==> config.mk <==
export PLATFORM = sky130hd
export DESIGN_NAME = clk_step_ctrl
export DESIGN_NICKNAME = d
export VERILOG_FILES = /design/src/rtl/clk_step_pkg.sv /design/src/rtl/btn_debounce.sv /design/src/rtl/clk_step_ctrl.sv
export SDC_FILE = /design/constraint.sdc
export NUM_CORES = 1
export LEC_CHECK = 0
export BUFFER_PORTS_ARGS = -buffer_cell sky130_fd_sc_hd__buf_2
export CAP_MARGIN = 5
export CORE_ASPECT_RATIO = 1.25
export CORE_MARGIN = 1.5
export CORE_UTILIZATION = 50
export DETAILED_ROUTE_END_ITERATION = 10
export HOLD_SLACK_MARGIN = 0.02
export PLACE_DENSITY_LB_ADDON = 0.05
export SYNTH_ARGS = -nofsm -noshare
export SYNTH_HDL_FRONTEND = slang
export SYNTH_HIERARCHICAL = 1
export SYNTH_SLANG_ARGS = --single-unit
==> constraint.sdc <==
create_clock -name clk -period 4.6 [get_ports clk]
set_input_delay 0.92 -clock clk [delete_from_list [all_inputs] [get_ports clk]]
set_output_delay 0.92 -clock clk [all_outputs]
set_load 0.005 [all_outputs]
==> src/rtl/clk_step_pkg.sv <==
// clk_step_pkg
//   Shared definitions for the front-panel clock/step controller:
//   default timing constants and the sequencer state encoding.
package clk_step_pkg;

  localparam int unsigned DEBOUNCE_CYCLES_DEF = 1000;
  localparam int unsigned RESET_CYCLES_DEF    = 16;
  localparam int unsigned CNT_W_DEF           = 16;

  typedef enum logic [1:0] {
    S_RESET = 2'd0,
    S_HALT  = 2'd1,
    S_RUN   = 2'd2,
    S_STEP  = 2'd3
  } state_e;

endpackage

==> src/rtl/btn_debounce.sv <==
// btn_debounce
//   Synchronises one asynchronous, bouncy button line and debounces it.
//   The debounced level only changes after DEBOUNCE_CYCLES consecutive
//   cycles in which the synchronised input disagrees with it. A rising
//   change of the debounced level produces a one-cycle press pulse.
// Ports
//   clk    in   system clock, rising edge
//   rst    in   synchronous active-high reset
//   raw_in in   raw button line, asynchronous to clk
//   level  out  debounced level
//   press  out  one-cycle pulse on debounced rising edge
module btn_debounce
  import clk_step_pkg::*;
#(
  parameter int unsigned DEBOUNCE_CYCLES = DEBOUNCE_CYCLES_DEF,
  parameter int unsigned CNT_W           = CNT_W_DEF
) (
  input  logic clk,
  input  logic rst,
  input  logic raw_in,
  output logic level,
  output logic press
);

  localparam logic [CNT_W-1:0] CNT_LAST = CNT_W'(DEBOUNCE_CYCLES - 1);

  logic             sync1_q, sync2_q;
  logic             level_q, level_d;
  logic             press_q, press_d;
  logic [CNT_W-1:0] cnt_q, cnt_d;

  // Count mismatching cycles; the DEBOUNCE_CYCLES-th one flips the level
  // and clears the counter, so it never exceeds CNT_LAST.
  always_comb begin
    level_d = level_q;
    press_d = 1'b0;
    cnt_d   = '0;
    if (sync2_q != level_q) begin
      if (cnt_q >= CNT_LAST) begin
        level_d = sync2_q;
        press_d = sync2_q;
      end else begin
        cnt_d = cnt_q + 1'b1;
      end
    end
  end

  always_ff @(posedge clk) begin
    if (rst) begin
      sync1_q <= 1'b0;
      sync2_q <= 1'b0;
      level_q <= 1'b0;
      press_q <= 1'b0;
      cnt_q   <= '0;
    end else begin
      sync1_q <= raw_in;
      sync2_q <= sync1_q;
      level_q <= level_d;
      press_q <= press_d;
      cnt_q   <= cnt_d;
    end
  end

  assign level = level_q;
  assign press = press_q;

endmodule

==> src/rtl/clk_step_ctrl.sv <==
// clk_step_ctrl
//   Front-panel controller for the TTL CPU sim. Debounces the RUN, STEP
//   and RESET buttons, stretches the CPU reset, and sequences the CPU
//   clock enable through HALT / RUN / single-STEP modes (Moore outputs).
// Ports
//   clk        in   system clock, rising edge
//   rst        in   synchronous active-high reset
//   run_in     in   RUN button, asynchronous, bouncy
//   step_in    in   STEP button, asynchronous, bouncy
//   reset_in   in   RESET button, asynchronous, bouncy
//   cpu_halt   in   CPU executed HALT (level, synchronous)
//   cpu_clk_en out  CPU advances one cycle when high
//   cpu_rst    out  CPU reset, active-high
//   running    out  high while in RUN mode
module clk_step_ctrl
  import clk_step_pkg::*;
#(
  parameter int unsigned DEBOUNCE_CYCLES = DEBOUNCE_CYCLES_DEF,
  parameter int unsigned RESET_CYCLES    = RESET_CYCLES_DEF,
  parameter int unsigned CNT_W           = CNT_W_DEF
) (
  input  logic clk,
  input  logic rst,
  input  logic run_in,
  input  logic step_in,
  input  logic reset_in,
  input  logic cpu_halt,
  output logic cpu_clk_en,
  output logic cpu_rst,
  output logic running
);

  localparam logic [CNT_W-1:0] RST_LOAD = CNT_W'(RESET_CYCLES - 1);

  logic run_press, step_press, reset_press;
  logic run_level_unused, step_level_unused, reset_level_unused;

  btn_debounce #(
    .DEBOUNCE_CYCLES(DEBOUNCE_CYCLES),
    .CNT_W          (CNT_W)
  ) u_run_db (
    .clk   (clk),
    .rst   (rst),
    .raw_in(run_in),
    .level (run_level_unused),
    .press (run_press)
  );

  btn_debounce #(
    .DEBOUNCE_CYCLES(DEBOUNCE_CYCLES),
    .CNT_W          (CNT_W)
  ) u_step_db (
    .clk   (clk),
    .rst   (rst),
    .raw_in(step_in),
    .level (step_level_unused),
    .press (step_press)
  );

  btn_debounce #(
    .DEBOUNCE_CYCLES(DEBOUNCE_CYCLES),
    .CNT_W          (CNT_W)
  ) u_reset_db (
    .clk   (clk),
    .rst   (rst),
    .raw_in(reset_in),
    .level (reset_level_unused),
    .press (reset_press)
  );

  state_e           state_q, state_d;
  logic [CNT_W-1:0] rst_cnt_q, rst_cnt_d;

  // RESET button overrides everything, including an ongoing stretch.
  always_comb begin
    state_d   = state_q;
    rst_cnt_d = rst_cnt_q;
    if (reset_press) begin
      state_d   = S_RESET;
      rst_cnt_d = RST_LOAD;
    end else begin
      case (state_q)
        S_RESET: begin
          if (rst_cnt_q == '0) state_d = S_HALT;
          else                 rst_cnt_d = rst_cnt_q - 1'b1;
        end
        S_HALT: begin
          if (run_press)       state_d = S_RUN;
          else if (step_press) state_d = S_STEP;
        end
        S_STEP: state_d = S_HALT;
        S_RUN: begin
          if (run_press || cpu_halt) state_d = S_HALT;
        end
        default: begin
          state_d   = S_RESET;
          rst_cnt_d = RST_LOAD;
        end
      endcase
    end
  end

  always_ff @(posedge clk) begin
    if (rst) begin
      state_q   <= S_RESET;
      rst_cnt_q <= RST_LOAD;
    end else begin
      state_q   <= state_d;
      rst_cnt_q <= rst_cnt_d;
    end
  end

  assign cpu_rst    = (state_q == S_RESET);
  assign cpu_clk_en = (state_q == S_RUN) || (state_q == S_STEP);
  assign running    = (state_q == S_RUN);

endmodule

==> impl_metrics.toml <==
[global_routing]
top_usage_layer = "met2"
use_met3_pct = 3.01
grt_pass1_vias = 2107
grt_max_degree = 19
grt_overflow = 0
grt_util_all_layers_pct = 16.3
grt_pass1_wl_mm = 8.51
antenna_found_initial = 0
met1_usage_pct = 17.9
met2_usage_pct = 27.8

[pwr]
intPower_w = 0.000913
p_sw_w = 0.000294
power-per-cell-area_nw_per_um2 = 353
leakage_nw = 1.25
p_clk_share_pct = 39.6
p_comb_share_pct = 2.6
ir_worst_vdd_v = 0.000236
p_seq_share_pct = 57.8
swShare_pct = 24.3

[timing]
hold_viol_final = 0
tns_ns = 0
finClkSkew_ns = 0.00854
max-slew-margin-rel_pct = 53.1
period_share_pct = 47.8
setup_violations = 0
period_minus_slack_ns = 2.20
tightest_slew_ns = 0.696
fmax_mhz = 455
rsz0062_at_grt = "no"
slew_viol_final = 0
hold_ws_ns = 0.434

[routing]
wl_per_cell_um = 10.8
wl_mm = 4.70
dr.pass1.iters = 4
ant_nets = 0
vias = 2204
drtIter0Drc = 69
drcViolationCount = 0
vias_per_cell = 5.07

[clock_tree]
cts_hold_buf = 0
clkSinkCount = 78
cts_tree = "built"
clk_latency_ns = 0.34
cts_max_path_buffers = 2
cts-buffers-inserted = 9
cts_resized = 0
cts_htree_levels = 3
post_cts_buffers = 0
root_buffer = "clkbuf_8"
clk_pin_slew_worst_paths_ns = 0.09

[finish]
stdcell_count = 435
final_core_utilization_pct = 58.3
drive_gt1_share_pct = 12.5
fin_area_sq_um = 3410
final_cell_mix = "dfxtp_1 (78), nor2_1 (53), nand3_1 (18), xnor2_1 (18), conb_1 (18)"
n_antenna_cell = 0
nets = 358
final_common_cell = "dfxtp_1"
area_delta_synth_final_pct = 10.8

[outcome]
status = "finished clean"

[floorplan]
start_util_pct = 52.6
dieArea_sq_um = 6650
die_h_um = 90.8
core_sq_um = 5860
io-pin-count = 9
num_rows = 31
die_width_um = 73.2

[setup_path]
r2r-end = "rst_cnt_q[15]"
cp_common_cell = "or4_1"
path_delay_family = "simple AND/OR/NAND/NOR gates"
cpPeakStageDelay_ns = 0.61
critPathMaxFanout = 8
cp-endpoint = "rst_cnt_q[15]"
worst-endpoint-arrival_ns = 2.47
r2r_slack_ns = 2.40
ff2ff_path_depth = 4
cp-startpoint = "rst_cnt_q[6]"
worstSetupStartpointType = "flop"
critPathSlowestCell = "or4_1"
worst-path-stages = 4
path_buf_inv = 0
timing_worst_setup_path_type = "reg -> reg"
path_cells = "or4_1, or4_4, or4_1, a21oi_1"
cp-end-kind = "flop"
cp.required_ns = 4.88
timing.rr.start = "rst_cnt_q[6]"

[placed_design]
place_area_sq_um = 3230
place_congestion = 0.809
portBuffers = 8
dp_cells = 419
place_hpwl_mm = 3.38

[synth]
ys.flop_type = "dfxtp_1"
async_reset_ff_share_pct = 0
synth-seq-cells = 78
yosysSeqAreaShare_pct = 50.7
syn_area_sq_um = 3080
syn_area_per_cell_sq_um = 9.60
synthCells = 321
yosysWarnings = 6
synth_edf_count = 0
ys_types = 47

[hold_path]
hold_depth = 1
hold_class = "reg -> reg"

[job]
cap_viol_max_count = 0
-- metrics by stage --
stage / total power (W) / setup slack, ns
global placement: 0.000744 / 2.46
detailed placement: 0.000745 / 2.44
finish: 0.00121 / 2.40
CTS: 0.00123 / 2.41
floorplan: 0.000738 / 2.49
global route: 0.00126 / 2.34
-- cells by family after synthesis --
| logic type | after synthesis | share of synthesized area [%] |
|---|---|---|
| other | 3 | 0.365 |
| AND/OR/NAND/NOR | 154 | 28.2 |
| buffers and inverters | 14 | 2.60 |
| XOR/XNOR | 24 | 6.82 |
| adder cells (fa/ha/maj) | 4 | 1.62 |
| multiplexers | 4 | 1.30 |
| flip-flops | 78 | 50.7 |
| AO/OA/AOI/OAI | 40 | 8.40 |
-- synth_stat cells, types with 4 or more instances --
cell type | number | area, sq um
and4_1 | 4 | 35.0
mux2i_1 | 4 | 40.0
o21ai_0 | 6 | 30.0
nor4_1 | 7 | 43.8
nand3_1 | 18 | 90.1
dfxtp_1 | 78 | 1560
nor3_1 | 8 | 40.0
inv_1 | 7 | 26.3
nand2_1 | 13 | 48.8
o31ai_1 | 4 | 30.0
nor2b_1 | 8 | 50.1
ha_1 | 4 | 50.1
nand4_1 | 4 | 25.0
xnor2_1 | 18 | 158
nor2_1 | 53 | 199
xor2_1 | 6 | 52.6
nand2b_1 | 4 | 25.0
nand4b_1 | 4 | 35.0
or4_4 | 4 | 45.0
or4_1 | 7 | 52.6
a21oi_1 | 14 | 70.1
-- layer usage --
metal	part of all wire [%]	up-vias
met5	0	-
met1	45	995
met4	2.8	0
li1	-	1172
met3	2.0	11
met2	50	26
-- flip-flops by register name, indices dropped and copies added, names as in the netlist --
register,cells
u_reset_db/cnt_q,16
u_run_db/cnt_q,16
rst_cnt_q,16
u_run_db/press,1
u_run_db/sync1_q,1
u_reset_db/press,1
u_step_db/press,1
state_q,2
u_step_db/sync2_q,1
u_reset_db/level,1
u_reset_db/sync1_q,1
u_step_db/cnt_q,16
u_run_db/level,1
u_run_db/sync2_q,1
u_step_db/sync1_q,1
u_reset_db/sync2_q,1
u_step_db/level,1
-- worst min-delay path by stage --
stage | startpoint | end | slack (ns)
floorplan | u_reset_db/sync1_q | u_reset_db/sync2_q | 0.41
global placement | u_run_db/sync1_q | u_run_db/sync2_q | 0.42
detailed placement | u_run_db/sync1_q | u_run_db/sync2_q | 0.43
CTS | u_run_db/sync1_q | u_run_db/sync2_q | 0.44
global route | u_run_db/sync1_q | u_run_db/sync2_q | 0.45
finish | u_run_db/sync1_q | u_run_db/sync2_q | 0.43
-- power by group through the flow --
stage | logic (W) | clock network [W] | registers, W
global placement | 0.0000312 | 0 | 0.000713
detailed placement | 0.0000316 | 0 | 0.000714
CTS | 0.0000317 | 0.000497 | 0.000698
global route | 0.0000361 | 0.000524 | 0.000699
finish | 0.0000313 | 0.000478 | 0.000697
floorplan | 0.0000271 | 0 | 0.000711
-- cell type report --
type                    instances  area [sq um]
repair buffers                  8          40.0
clock buffers                   9           124
inverters                       7          26.3
flip-flops and latches         78          1560
clock inverters                 7          63.8
well taps                      82           103
multi-input cells             244          1500
fillers                       516          2440
Note: power is estimated with default switching activity, not from simulation.
